## src/rtl/cache_pkg.sv

```systemverilog
// Shared widths and FSM state encoding for the cache miss controller.
// Optional write-back support is enabled with CACHE_WRITEBACK_EN.
package cache_pkg;

  localparam int CACHE_ADDR_W   = 32;
  localparam int CACHE_TAG_W    = 28;
  localparam int CACHE_IDX_W    = 8;
  localparam int CACHE_OFFSET_W = 4;

  typedef enum logic [2:0] {
    IDLE,
    LOOKUP,
    WRITEBACK,
    REFILL,
    UPDATE,
    RESPOND
  } state_t;

endpackage

```

## src/rtl/rr_victim_ptr.sv

```systemverilog
// Round-robin victim pointer; wraps naturally at 2^W-1.
// Advances once per tag-store update.
module rr_victim_ptr
  import cache_pkg::*;
#(
  parameter int W = CACHE_IDX_W
) (
  input  logic         CLK,
  input  logic         RST,
  input  logic         advance,
  output logic [W-1:0] ptr
);

  always_ff @(posedge CLK) begin
    if (RST) begin
      ptr <= '0;
    end else if (advance) begin
      ptr <= ptr + 1'b1;
    end
  end

endmodule

```

## src/rtl/cache_miss_ctrl.sv

```systemverilog
// Cache miss controller: lookup, optional write-back, refill, tag update.
// Define CACHE_WRITEBACK_EN for dirty tracking and the WRITEBACK state.
module cache_miss_ctrl
  import cache_pkg::*;
#(
  parameter int ADDR_W   = CACHE_ADDR_W,
  parameter int TAG_W    = CACHE_TAG_W,
  parameter int IDX_W    = CACHE_IDX_W,
  parameter int OFFSET_W = CACHE_OFFSET_W
) (
  input  logic              CLK,
  input  logic              RST,
  input  logic              req_valid,
  input  logic              req_write,
  input  logic [ADDR_W-1:0] req_addr,
  output logic              req_ready,
  output logic [TAG_W-1:0]  lookup_tag,
  input  logic              found,
  input  logic [IDX_W-1:0]  hit_index,
  input  logic [TAG_W-1:0]  replaced_tag,
  output logic              tag_update,
  output logic [IDX_W-1:0]  rep_ptr,
  output logic [IDX_W-1:0]  line_index,
  output logic              mem_req_valid,
  output logic              mem_req_write,
  output logic [ADDR_W-1:0] mem_addr,
  input  logic              mem_ready,
  output logic              resp_valid
);

  localparam int LINES = 1 << IDX_W;

  state_t            state;
  state_t            next;
  logic [TAG_W-1:0]  tag_q;
  logic              write_q;
  logic [LINES-1:0]  valid_bits;
  logic              hit;
  logic              wb_needed;
  logic              unused_bits;

  assign hit = found && valid_bits[hit_index];

  assign req_ready     = (state == IDLE);
  assign lookup_tag    = (state == IDLE) ? '0 : tag_q;
  assign tag_update    = (state == UPDATE);
  assign resp_valid    = (state == RESPOND);
  assign mem_req_valid = (state == WRITEBACK) || (state == REFILL);

`ifdef CACHE_WRITEBACK_EN
  logic [LINES-1:0] dirty_bits;

  assign wb_needed     = valid_bits[rep_ptr] && dirty_bits[rep_ptr];
  assign mem_req_write = (state == WRITEBACK);
  assign unused_bits   = ^req_addr[OFFSET_W-1:0];

  always_ff @(posedge CLK) begin
    if (RST) begin
      dirty_bits <= '0;
    end else if (state == LOOKUP && hit && write_q) begin
      dirty_bits[hit_index] <= 1'b1;
    end else if (state == UPDATE) begin
      dirty_bits[rep_ptr] <= write_q;
    end
  end
`else
  assign wb_needed     = 1'b0;
  assign mem_req_write = 1'b0;
  assign unused_bits   = ^{req_addr[OFFSET_W-1:0], replaced_tag};
`endif

  rr_victim_ptr #(.W(IDX_W)) u_victim (
    .CLK     (CLK),
    .RST     (RST),
    .advance (state == UPDATE),
    .ptr     (rep_ptr)
  );

  always_comb begin
    next = state;
    unique case (state)
      IDLE:      if (req_valid) next = LOOKUP;
      LOOKUP: begin
        if (hit)            next = RESPOND;
        else if (wb_needed) next = WRITEBACK;
        else                next = REFILL;
      end
      WRITEBACK: if (mem_ready) next = REFILL;
      REFILL:    if (mem_ready) next = UPDATE;
      UPDATE:    next = RESPOND;
      RESPOND:   next = IDLE;
      default:   next = IDLE;
    endcase
  end

  always_ff @(posedge CLK) begin
    if (RST) begin
      state      <= IDLE;
      tag_q      <= '0;
      write_q    <= 1'b0;
      valid_bits <= '0;
      mem_addr   <= '0;
      line_index <= '0;
    end else begin
      state <= next;
      if (state == IDLE && req_valid) begin
        tag_q   <= req_addr[ADDR_W-1:OFFSET_W];
        write_q <= req_write;
      end
      // mem_addr is registered so it cannot move while a request is held
      if (state == LOOKUP && hit) begin
        line_index <= hit_index;
      end else if (state == LOOKUP) begin
`ifdef CACHE_WRITEBACK_EN
        mem_addr <= wb_needed ? {replaced_tag, {OFFSET_W{1'b0}}}
                              : {tag_q, {OFFSET_W{1'b0}}};
`else
        mem_addr <= {tag_q, {OFFSET_W{1'b0}}};
`endif
      end
      if (state == WRITEBACK && mem_ready) begin
        mem_addr <= {tag_q, {OFFSET_W{1'b0}}};
      end
      if (state == REFILL && mem_ready) begin
        mem_addr <= '0;
      end
      if (state == UPDATE) begin
        valid_bits[rep_ptr] <= 1'b1;
        line_index          <= rep_ptr;
      end
    end
  end

endmodule

```

## config.mk

```make
export PLATFORM = sky130hd
export DESIGN_NAME = cache_miss_ctrl
export DESIGN_NICKNAME = d
export VERILOG_FILES = /design/src/rtl/cache_pkg.sv /design/src/rtl/rr_victim_ptr.sv /design/src/rtl/cache_miss_ctrl.sv
export SDC_FILE = /design/constraint.sdc
export NUM_CORES = 1
export LEC_CHECK = 0
export ABC_AREA = 1
export CELL_PAD_IN_SITES_DETAIL_PLACEMENT = 1
export CELL_PAD_IN_SITES_GLOBAL_PLACEMENT = 1
export CORE_ASPECT_RATIO = 0.5
export CORE_MARGIN = 3
export CORE_UTILIZATION = 40
export CTS_CLUSTER_SIZE = 10
export DETAILED_ROUTE_END_ITERATION = 7
export PLACE_DENSITY_LB_ADDON = 0.1
export SYNTH_ARGS = -nofsm -noshare
export SYNTH_HDL_FRONTEND = slang
export SYNTH_SLANG_ARGS = --single-unit
export TNS_END_PERCENT = 1
```

## constraint.sdc

```tcl
create_clock -name CLK -period 3.2 [get_ports CLK]
set_input_delay 0.64 -clock CLK [delete_from_list [all_inputs] [get_ports CLK]]
set_output_delay 0.64 -clock CLK [all_outputs]
set_load 0.01 [all_outputs]
```

Word level (Yosys, flattened, before mapping)
Index checks and enable logic that the tools add are counted.
Storage, ports and cells
  register bits after elaboration: 331
  input bits: 74
  output and inout bits: 81
  logic and storage cells: 48
Operators by class
  add/sub/neg operators: 1
  magnitude comparators: 3
  equality and inequality tests: 9
  multiplexer cells: 15
  bitwise logic cells: 1
  reductions and logical operators: 13
Operators by type and width (number)
  256-bit OR: 1
  32-bit 2-to-1 mux: 3
  28-bit 2-to-1 mux: 1
  8-bit by 9-bit < comparator with 1-bit output, second input constant: 2
  8-bit 2-to-1 mux: 2
  3-bit one-hot mux with 5 select lines: 1
  3-bit 2-to-1 mux: 4
  8-bit by 1-bit adder with 8-bit output, second input constant: 1
  1-bit binary-select mux with 8-bit select: 1
  1-bit demux with 8-bit select: 1
  8-bit by 1-bit >= comparator with 1-bit output, second input constant: 1
  3-bit by 2-bit equality test with 1-bit output, second input constant: 2
  3-bit equality test, second input constant: 2
  1-bit logical AND: 6
  2-bit inequality test, second input constant: 3
  2-bit nonzero test: 2
  3-bit by 1-bit equality test with 1-bit output, second input constant: 1
  3-bit zero test: 1
  3-bit AND reduction: 1
  1-bit 2-to-1 mux: 2
  2-bit by 1-bit inequality test with 1-bit output, second input constant: 1
  2-bit AND reduction: 1
  2-bit OR reduction: 1
  1-bit logical OR: 1

Depth between registers and ports, before layout
Gate-level depths: netlist of the first run.
  depth after elaboration: 6
  gate-level depth with buffers: 19
  depth with buffers taken out: 16

Modules after synthesis
Synthesis of the first run repeated with hierarchy kept, for this count alone.
Second synthesis, totals
  cells, all modules: 2070
  area total of the unflattened synthesis: 14256.2 um^2
Modules (own cells, without submodules)
  cache_miss_ctrl: times used 1, cells each 2022, area an instance 13894.6 um^2, sequential area each 6466.2 um^2
  rr_victim_ptr: times used 1, cells each 48, area an instance 361.6 um^2, sequential area each 160.2 um^2

Worst setup path before layout of the first run
OpenSTA, ideal clock, no wires.
  path kind: input -> register
  start point: input hit_index[3]
  end point: register mem_addr[11]
  library setup time: 0.132 ns
  arrival: 2.184 ns
  data required time: 3.068 ns
  setup slack: 0.884 ns
  stages on the path: 16
  path buffers: 4
  cells stage by stage: buf_2 > inv_1 > clkbuf_1 > nand3_1 > nand2_1 > nand2_1 > nand3_1 > nand3_1 > nand3_1 > nand2_1 > nand3_2 > nand2_1 > buf_4 > buf_6 > nand2_1 > a21oi_1
On the way
  word-level cells in the longest chain between the ends: 6
RTL lines
  start: declaration: line cache_miss_ctrl.sv:19  | input logic [IDX_W-1:0] hit_index,
  1-bit binary-select mux with 8-bit select: line cache_miss_ctrl.sv:42  | assign hit = found && valid_bits[hit_index];
  1-bit 2-to-1 mux (not written as such): line cache_miss_ctrl.sv:42
  1-bit logical AND: line cache_miss_ctrl.sv:42
  1-bit logical AND: line cache_miss_ctrl.sv:111  | if (state == LOOKUP && hit) begin
  2-bit by 1-bit inequality test with 1-bit output (no line)
  2-bit AND reduction (no line)
  end signal: assignment: line cache_miss_ctrl.sv:118  | mem_addr <= {tag_q, {OFFSET_W{1'b0}}};
  end signal: assignment: line cache_miss_ctrl.sv:122  | mem_addr <= {tag_q, {OFFSET_W{1'b0}}};
  end: declaration: line cache_miss_ctrl.sv:26  | output logic [ADDR_W-1:0] mem_addr,
Every way passes these cells. The select of a mux whose other input is x is not followed.
A chain may end at the register's enable or synchronous reset.

Worst setup path in the final report of the first run
  start point: register state[1]
  end point: output lookup_tag[3]
On the way
  word-level cells in the longest chain between the ends: 2
RTL lines
  start: declaration: line cache_miss_ctrl.sv:33  | state_t state;
  start signal: assignment: line cache_miss_ctrl.sv:105  | state <= next;
  3-bit zero test: line cache_miss_ctrl.sv:45  | assign lookup_tag = (state == IDLE) ? '0 : tag_q;
  28-bit 2-to-1 mux: line cache_miss_ctrl.sv:45
  end: declaration: line cache_miss_ctrl.sv:17  | output logic [TAG_W-1:0] lookup_tag,
Every way passes these cells.

==> implementation parameters, run 1 <==
Parameter                              Value

Die
  Die extent in x    266 um
  Initial core utilization    41.7%
  Number of rows in the core area    46
  Core outline area    32500 um2
  DIE HEIGHT    136 um
  Floorplan die area    36300 um2
  Count of pins on the block boundary    155

Drt
  Final WL    46.7 mm
  Routed via count    13200
  Ratio of routed vias to standard cells    5.45
  Routed length per instance    19.2 um
  Detailed Route Iter0 Violations    932
  DRC violation count after routing    0
  Routed Antenna Nets    0
  First-pass detailed-route iteration total    5

Worst setup path
  Worst endpoint data arrival time    2070 ps
  Critical path fanouts, max    17
  Kind of critical path    flop to primary output
  Longest individual stage delay on the worst path    570 ps
  Kind of end point of the critical path    primary output
  Data required time at the worst endpoint    2560 ps
  Slowest cell on the critical path    clkdlybuf4s50_1
  Cell with the most instances on the worst path    nor2_1
  Setup crit start kind    flop
  Cells along the critical path    nor2_1 -> inv_1 -> nor2_2 -> buf_4 -> nor2_1 -> clkdlybuf4s50_1

Clock tree
  TritonCTS clock tree    yes
  Count of buffers added by post-CTS timing repair for setup    0
  Number of buffers added to fix hold violations after cts    0
  Clock transition at path regs    60 ps
  Buffer depth of the longest clock path    3
  CTS H-Tree Depth    2
  Number of clock buffers inserted by TritonCTS    39
  Post_cts resized    0
  Worst-Skew Late Latency    540 ps
  Clock tree root driver cell    clkbuf_16
  CTS Sinks    331

Timing
  Relative max-transition margin    22.2%
  Unrepaired setup endpoints after global routing    no
  Slew of the pin with the lowest slew margin    1170 ps
  Count of endpoints failing hold in the final timing report    0
  Hold Slack    461 ps
  Shortest period the worst path allows    2710 ps
  Final setup fails    0
  Achievable Freq    369 MHz
  Fraction of the cycle the final worst path needs    84.6%
  Setup skew after layout    22.8 ps
  Final setup TNS    0 ps
  Count of pins over their slew limit    0

Pwr
  Internal power summed over all cells    6.93 mW
  Fraction of power consumed by the clock network    41.3%
  PD cells    577 nW/um2
  Switching power of the nets    2.51 mW
  Flop pwr share    45.6%
  Leakage power summed over all cells    6.12 nW
  Share of total power in combinational logic    13.1%
  Switching portion of total power    26.6%
  VDD IR-drop max    0.000361 V

Place
  Number of placed instances, taps included    2384
  Number of I/O port buffers    116
  Global placer's final weighted congestion    0.779
  HPWL Detailed    27.6 mm

Layout
  Multi-input logic area    6060 um2
  Leading cell type in the layout, fill and taps excluded    nand2_1
  Number of standard cells in the final layout excluding fillers    2428
  Count of fill cells added during filler insertion    4110
  Diodes inserted    0
  Ratio of cells with drive above 1 in the final layout    6.61%
  Most used cells in the layout excluding fill and tap cells    nand2_1, nor2_1, dfxtp_1
  Sequential cell area    6630 um2
  Total Nets Final    2071
  Layout area overhead    20.6%

Outcome
  Run status    completed

GRT
  Largest net degree at the start of global routing    216
  Via count of the first global-routing pass    13200
  First-pass GRT wire length    74.4 mm
  Antenna violations before repair    0
  Remaining global-route overflow    0
  Global routing usage summed across all routing layers    25.9%

Logic synthesis
  Post-Syn Area    13600 um2
  Yosys top cell by area    dfxtp_1
  Unique masters post-synth    26
  Proportion of synthesized flip-flops having asynchronous set or reset    0%
  Total of warnings raised by yosys    0
  Synthesized netlist cell count    1912
  Fraction of synthesized cell area taken by the top area cell type    48.8%
  Register bit total from synthesis    331
  Main area contributors after synthesis    dfxtp_1, a21oi_1, nand3_1, nand2_1, nor2_1
  Average cell area after synthesis    7.10 um2
  Number of enable flip-flop cells after synthesis    0
  Top flip-flop cell by instance count after synthesis    dfxtp_1
  Share of the yosys chip area belonging to registers    48.8%

Worst hold path
  Min-Delay Path Class    flop to flop

Job
  Max_cap viols    0
-- registers in the layout, indices dropped and copies added (netlist names) --
| signal | flops |
|---|---|
| state | 3 |
| u_victim.ptr | 8 |
| mem_addr | 28 |
| tag_q | 28 |
| valid_bits | 256 |
| line_index | 8 |
-- worst paths after layout --
check | from | end | slack, ps | cells past startpoint
hold reg to reg | mem_addr[30] | mem_addr[30] | 460 | 2
hold / removal | mem_addr[30] | mem_addr[30] | 460 | 2
setup reg to reg | state[2] | valid_bits[67] | 640 | 10
setup / recovery | state[1] | lookup_tag[3] | 490 | 6
-- critical path, delay by kind of cell (launching register included) --
kind	cells	cell delay [ps]
AND/OR/NAND/NOR	3	240
buffers and inverters	3	920
flip-flops	1	380
-- area by class of cell --
type	count	area share, %
flip-flops and latches	331	40.5
multi-input cells	1364	37.0
repair buffers	183	11.1
clock buffers	41	6.14
well taps	432	3.30
inverters	74	1.71
clock inverters	3	0.207
-- synthesized netlist by cell type, types with 2 or more instances --
library cell / number
inv_2: 4
a31oi_1: 2
nand2_1: 350
buf_2: 29
ha_1: 4
nor3_1: 18
buf_1: 6
nand3_1: 268
dfxtp_1: 331
a21oi_1: 317
inv_1: 69
clkbuf_1: 90
o21ai_0: 46
nor2_1: 346
buf_4: 21
-- routing by layer --
metal | global-route usage (%) | vias up | share of wire (%)
li1 | - | 6396 | -
met5 | 0 | - | 0
met2 | 43.1 | 290 | 45
met4 | 6.32 | 0 | 1.8
met1 | 35.4 | 6494 | 48
met3 | 4.20 | 58 | 4.9
-- kinds of logic (layout without fill, tap and decap cells) --
group / after synthesis / in the layout / synth area share [%]
other: 1 / 5 / 0.0276
DFF: 331 / 331 / 48.8
and+or+nand+nor: 985 / 985 / 30.0
buffers and inverters: 221 / 301 / 7.02
adders and majority gates: 4 / 4 / 0.369
AOI/OAI and AO/OA: 370 / 370 / 13.8
-- stage by stage --
step,setup slack (ps),total power [mW],utilization [%],cell area [um2]
floorplan,884,5.06,-,13600
global placement,127,5.61,47.1,15300
detailed placement,82.3,5.62,47.1,15300
CTS,463,9.53,50.3,16400
global route,381,9.84,50.3,16400
finish,493,9.43,50.3,16400
-- power groups by stage --
stage	Clock, mW	Combinational [mW]	Sequential, mW
final	3.90	1.23	4.30
after floorplan	0	0.659	4.40
after CTS	3.99	1.24	4.30
after global routing	4.17	1.35	4.31
after global placement	0	1.22	4.38
after detailed placement	0	1.23	4.39
Power figures use the tool's default switching activity.
==> inputs of run 2 (changes only) <==
--- a/config.mk
+++ b/config.mk
@@ -10,7 +10,7 @@
 export CELL_PAD_IN_SITES_GLOBAL_PLACEMENT = 1
 export CORE_ASPECT_RATIO = 0.5
 export CORE_MARGIN = 3
-export CORE_UTILIZATION = 40
+export CORE_UTILIZATION = 37
 export CTS_CLUSTER_SIZE = 10
 export DETAILED_ROUTE_END_ITERATION = 7
 export PLACE_DENSITY_LB_ADDON = 0.1
==> constraint.sdc (replaced) <==
create_clock -name CLK -period 2.25 [get_ports CLK]
set_input_delay 0.45 -clock CLK [delete_from_list [all_inputs] [get_ports CLK]]
set_output_delay 0.45 -clock CLK [all_outputs]
set_load 0.01 [all_outputs]
==> implementation parameters, run 2 (synthesis gave the netlist of run 1 again) <==
Parameter                              Value

Layout
  Final instance area    17000 um2 (+4.2%)
  Diodes inserted    0 (unchanged)
  Max FFs per register    256 (unchanged)
  Leading registers by flop count    valid_bits (256), mem_addr (28), tag_q (28)
  Biggest register    valid_bits
  Ratio of cells with drive above 1 in the final layout    10.0% (+3.4 points)
  Number of standard cells in the final layout excluding fillers    2519 (+3.7%)
  Total Nets Final    2118 (+2.3%)
  Most used cells in the layout excluding fill and tap cells    nand2_1, nor2_1, dfxtp_1
  Layout area overhead    25.6%
  Leading cell type in the layout, fill and taps excluded    nand2_1
  Count of fill cells added during filler insertion    4407 (+7.2%)

Drt
  Routed length on met2    22.2 mm (+4.6%)
  Routed Antenna Nets    0 (unchanged)
  Detailed route wirelength on metal3    2.72 mm (+18%)
  First-pass detailed-route iteration total    5 (unchanged)
  Routed via count    13500 (+1.7%)
  Detailed Route Iter0 Violations    981 (+5.3%)
  Routed length per instance    19.6 um (+2.1%)
  Ratio of routed vias to standard cells    5.34 (-2.0%)
  Final WL    49.5 mm (+5.9%)
  Met1 wire length    23.7 mm (+6.1%)
  DRC violation count after routing    0 (unchanged)
  Highest Signal Layer    met4

Worst setup path
  Capturing instance or port of the critical path    lookup_tag[0]
  Crit Reg-Reg Startpoint    u_victim.ptr[6]
  Kind of critical path    flop to primary output
  Critical path fanouts, max    15 (-2)
  Setup slack of the most critical reg-to-reg path    150 ps (-490 ps)
  Worst endpoint data arrival time    1790 ps (-280 ps)
  Depth of the most critical reg-to-reg path    4 (-6)
  Kind of end point of the critical path    primary output
  Data required time at the worst endpoint    1800 ps (-760 ps)
  Terminus of the critical flop-to-flop path    valid_bits[79]
  Crit path from    state[0]
  Setup crit start kind    flop

Pwr
  Leakage power summed over all cells    6.55 nW (+7.1%)
  VDD IR-drop max    0.000555 V (+54%)
  PD cells    802 nW/um2 (+39%)
  Overall Power    13.7 mW (+45%)

Outcome
  Run status    completed

Die
  Floorplan die area    39100 um2 (+7.8%)
  Count of pins on the block boundary    155 (unchanged)
  Core outline area    35300 um2 (+8.6%)
  Number of rows in the core area    48 (+4.3%)
  DIE HEIGHT    141 um (+3.8%)
  Die extent in x    277 um (+3.9%)
  Initial core utilization    38.4% (-3.3 points)

Clock tree
  CTS H-Tree Depth    2 (unchanged)
  Clock tree root driver cell    clkbuf_16
  TritonCTS clock tree    yes
  Worst-Skew Late Latency    550 ps (about the same)
  Number of buffers added to fix hold violations after cts    0 (unchanged)
  CTS Sinks    331 (unchanged)
  Number of clock buffers inserted by TritonCTS    39 (unchanged)
  Buffer depth of the longest clock path    3 (unchanged)
  Clock transition at path regs    60 ps (about the same)

Timing
  Slew of the pin with the lowest slew margin    1160 ps (-6.82 ps)
  Unrepaired setup endpoints after global routing    yes
  Achievable Freq    447 MHz
  Shortest period the worst path allows    2240 ps
  Fraction of the cycle the final worst path needs    99.4%
  Setup skew after layout    23.4 ps (+0.579 ps)
  Count of pins over their slew limit    0 (unchanged)
  Count of endpoints failing hold in the final timing report    0 (unchanged)
  Relative max-transition margin    22.4% (+0.17 points)
  Final setup fails    0 (unchanged)

GRT
  Largest net degree at the start of global routing    89 (-59%)
  First-pass GRT wire length    78.0 mm (+4.9%)
  Via count of the first global-routing pass    13600 (+3.5%)
  Antenna violations before repair    0 (unchanged)
  Global routing usage summed across all routing layers    24.8% (-1.1 points)
  Remaining global-route overflow    0 (unchanged)

Place
  Global placer's final weighted congestion    0.814 (+4.5%)
  HPWL Detailed    31.0 mm (+12%)
  Number of placed instances, taps included    2468 (+3.5%)
  Placement-stage cell area    15900 um2 (+3.5%)
  Number of I/O port buffers    116 (unchanged)

Job
  Max_cap viols    0 (unchanged)

Worst hold path
  Min-Delay Path Class    input pin to flop
  Cell depth of the worst hold path    2 (unchanged)
## run 2: changes by cell type in the layout (fill, tap and decap cells not counted), moves of 5 or more
cell,before,now
buf_4,56,79
dlygate4sd2_1,0,5
clkbuf_2,0,11
buf_12,12,28
nor2_1,345,340
clkdlybuf4s15_1,0,14
clkdlybuf4s50_1,113,79
## run 2: worst min path at each step
stage          slack, ps             from              end
6_report             330              RST         state[0]
3_3_place_gp         450  valid_bits[222]  valid_bits[222]
4_1_cts              310              RST  valid_bits[164]
2_1_floorplan        440  valid_bits[101]  valid_bits[101]
5_1_grt              330              RST  valid_bits[164]
3_5_place_dp         450     mem_addr[12]     mem_addr[12]
## run 2: report_power, final
group	switching (mW)	internal, mW	leakage (nW)
registers	0.0990	6.03	2.67
logic	1.16	0.826	3.37
clock network	2.40	3.16	0.511
## run 2: worst max-delay path: stages, from the launching register on
cell,delay [ps]
dfxtp_2,320
nor2_2,110
inv_2,70
nor2_4,150
buf_6,120
clkbuf_16,160
nor2_1,40
dlygate4sd2_1,270
## run 2: stage by stage
step	worst slack (ps)	setup TNS [ps]	hold WS [ps]	utilization (%)
floorplan	124	0	437	-
global placement	-681	-25160	446	44.9
detailed placement	-753	-27040	452	44.9
CTS	-205	-4490	306	47.8
global route	-72.2	-301	332	48.3
finish	13.5	0	332	48.3
## run 2: area by class of cell
| cell class | count | area, um2 | area share [%] |
|---|---|---|---|
| flip-flops and latches | 331 | 6630 | 38.9 |
| multi-input cells | 1364 | 6110 | 35.9 |
| repair buffers | 230 | 2390 | 14.0 |
| clock buffers | 42 | 1010 | 5.92 |
| well taps | 475 | 594 | 3.49 |
| inverters | 74 | 280 | 1.64 |
| clock inverters | 3 | 33.8 | 0.198 |
## run 2: what timing repair did
action,in CTS,in global routing
gates resized for setup,33,64
gates cloned,0,3
hold endpoints to repair,0,0
setup endpoints to repair,69,99
pin swaps,0,1
buffers inserted,0,3
## run 2: routing by layer
| layer | vias to the layer above | global-route usage (%) |
|---|---|---|
| li1 | 6480 | - |
| met1 | 6600 | 34.9 |
| met2 | 314 | 40.2 |
| met3 | 63 | 3.93 |
| met4 | 0 | 5.52 |
| met5 | - | 0 |
==> inputs of run 3 (changes only) <==
--- a/config.mk
+++ b/config.mk
@@ -9,8 +9,8 @@
 export CELL_PAD_IN_SITES_DETAIL_PLACEMENT = 1
 export CELL_PAD_IN_SITES_GLOBAL_PLACEMENT = 1
 export CORE_ASPECT_RATIO = 0.5
-export CORE_MARGIN = 3
-export CORE_UTILIZATION = 37
+export CORE_MARGIN = 4
+export CORE_UTILIZATION = 40
 export CTS_CLUSTER_SIZE = 10
 export DETAILED_ROUTE_END_ITERATION = 7
 export PLACE_DENSITY_LB_ADDON = 0.1
==> constraint.sdc (replaced) <==
create_clock -name CLK -period 2.44 [get_ports CLK]
set_input_delay 0.488 -clock CLK [delete_from_list [all_inputs] [get_ports CLK]]
set_output_delay 0.488 -clock CLK [all_outputs]
set_load 0.01 [all_outputs]
==> implementation parameters, run 3 (synthesis gave the netlist of run 1 again) <==
Parameter                              Value

Outcome
  Run status    completed

Drt
  DRC violation count after routing    0 (unchanged)
  Routed via count    13800 (+2.2%)
  Ratio of routed vias to standard cells    5.62 (+5.2%)
  Routed Antenna Nets    0 (unchanged)
  Routed length per instance    20.6 um (+5.0%)
  Final WL    50.5 mm (+2.0%)
  First-pass detailed-route iteration total    5 (unchanged)
  Detailed Route Iter0 Violations    1348 (+37%)

Timing
  Count of pins over their slew limit    0 (unchanged)
  Relative max-transition margin    13.7% (-8.7 points)
  Setup skew after layout    24.4 ps (+1.03 ps)
  Slew of the pin with the lowest slew margin    1290 ps (+130 ps)
  Shortest period the worst path allows    2320 ps
  Final setup fails    0 (unchanged)
  Count of endpoints failing hold in the final timing report    0 (unchanged)
  Minimum setup slack in the final design    120 ps (+106 ps)
  Achievable Freq    431 MHz
  Fraction of the cycle the final worst path needs    95.1%
  Hold Slack    434 ps (+102 ps)

Layout
  Layout area overhead    22.4%
  Total Nets Final    2082 (-1.7%)
  Ratio of cells with drive above 1 in the final layout    7.47% (-2.6 points)
  Max FFs per register    256 (unchanged)
  Leading cell type in the layout, fill and taps excluded    nand2_1
  Diodes inserted    0 (unchanged)
  Leading registers by flop count    valid_bits (256), mem_addr (28), tag_q (28)
  Biggest register    valid_bits
  Most used cells in the layout excluding fill and tap cells    nand2_1, nor2_1, dfxtp_1

Clock tree
  TritonCTS clock tree    yes
  Buffer depth of the longest clock path    3 (unchanged)
  CTS H-Tree Depth    2 (unchanged)
  Number of clock buffers inserted by TritonCTS    39 (unchanged)
  Clock transition at path regs    50 ps (about the same)
  Worst-Skew Late Latency    540 ps (about the same)
  CTS Sinks    331 (unchanged)
  Number of buffers added to fix hold violations after cts    0 (unchanged)
  Clock tree root driver cell    clkbuf_16

Die
  Floorplan die area    37100 um2 (-5.2%)
  Initial core utilization    40.8% (+2.4 points)
  DIE HEIGHT    138 um (-2.2%)
  Number of rows in the core area    47 (-2.1%)
  Die extent in x    268 um (-3.0%)
  Core outline area    33200 um2 (-5.9%)
  Count of pins on the block boundary    155 (unchanged)

GRT
  Remaining global-route overflow    0 (unchanged)
  First-pass GRT wire length    78.3 mm (+0.39%)
  Most Crowded Layer GR    met2
  Global routing usage summed across all routing layers    26.2% (+1.4 points)
  Largest net degree at the start of global routing    211 (+140%)
  Antenna violations before repair    0 (unchanged)
  Fraction of met3 tracks used by global routing    4.63% (+0.70 points)
  Met1 GRT Util    35.2% (+0.25 points)
  Via count of the first global-routing pass    14200 (+4.3%)
  Global routing met2 resource utilization    44.2% (+4.0 points)

Job
  Max_cap viols    0 (unchanged)

Worst setup path
  Kind of critical path    flop to primary output
  Setup crit start kind    flop
  Worst endpoint data arrival time    1830 ps (+40 ps)
  Data required time at the worst endpoint    1950 ps (+150 ps)
  Kind of end point of the critical path    primary output
  Critical path fanouts, max    4 (-11)

Place
  HPWL Detailed    31.0 mm (+0.27%)
  Worst setup timing slack at the placement stage    -562 ps (+191 ps)
  Number of I/O port buffers    116 (unchanged)
  Global placer's final weighted congestion    0.832 (+2.2%)

Pwr
  VDD IR-drop max    0.000376 V (-32%)
  Leakage power summed over all cells    6.37 nW (-2.8%)
  PD cells    751 nW/um2 (-6.3%)
  Overall Power    12.5 mW (-8.8%)

Worst hold path
  Min-Delay Path Class    input pin to flop
run 3: critical path, stage by stage, from the launching register on:
cell,delay (ps)
dfxtp_2,330
nor2_1,120
inv_2,80
nor2_2,190
clkdlybuf4s50_1,580
run 3: layout make-up:
type / instances / area, um2
Multi-Input combinational cell: 1364 / 6080
Timing Repair Buffer: 194 / 2020
Sequential cell: 331 / 6630
Clock buffer: 41 / 1000
Inverter: 74 / 283
Fill cell: 4125 / 16600
Tap cell: 441 / 552
Clock inverter: 3 / 33.8
run 3: metrics by stage:
stage          std cells  TNS (ps)  utilization, %  instance area [um2]
6_report            2448         0            50.0                16600
5_1_grt             2448     -45.3            50.0                16600
4_1_cts             2443         0            49.5                16400
3_5_place_dp        2399    -19130            46.4                15400
3_3_place_gp        2399    -17910            46.4                15400
2_1_floorplan       1916         0               -                13600
run 3: final timing paths:
check	from	to	slack [ps]	depth (start not counted)
worst max-delay path	state[1]	tag_update	120	4
worst max register to register	u_victim.ptr[7]	valid_bits[174]	250	4
worst min-delay path	RST	line_index[6]	430	4
worst min register to register	mem_addr[19]	mem_addr[19]	460	2
run 3: what timing repair did:
item | CTS | global route
gates resized for setup | 36 | 15
buffers inserted | 0 | 1
gates cloned | 0 | 4
endpoints found under the setup margin | 47 | 37
run 3: per-layer routing:
layer,up-vias,routed length [um]
li1,6420,-
met1,6839,22500
met2,418,23500
met3,79,3540
met4,0,925
met5,-,0
run 3: power by group:
group | switching [mW] | internal [mW] | leakage [nW]
Sequential | 0.0949 | 5.56 | 2.67
Clock | 2.21 | 2.90 | 0.510
Combinational | 1.05 | 0.649 | 3.18
Total | 3.35 | 9.11 | 6.37
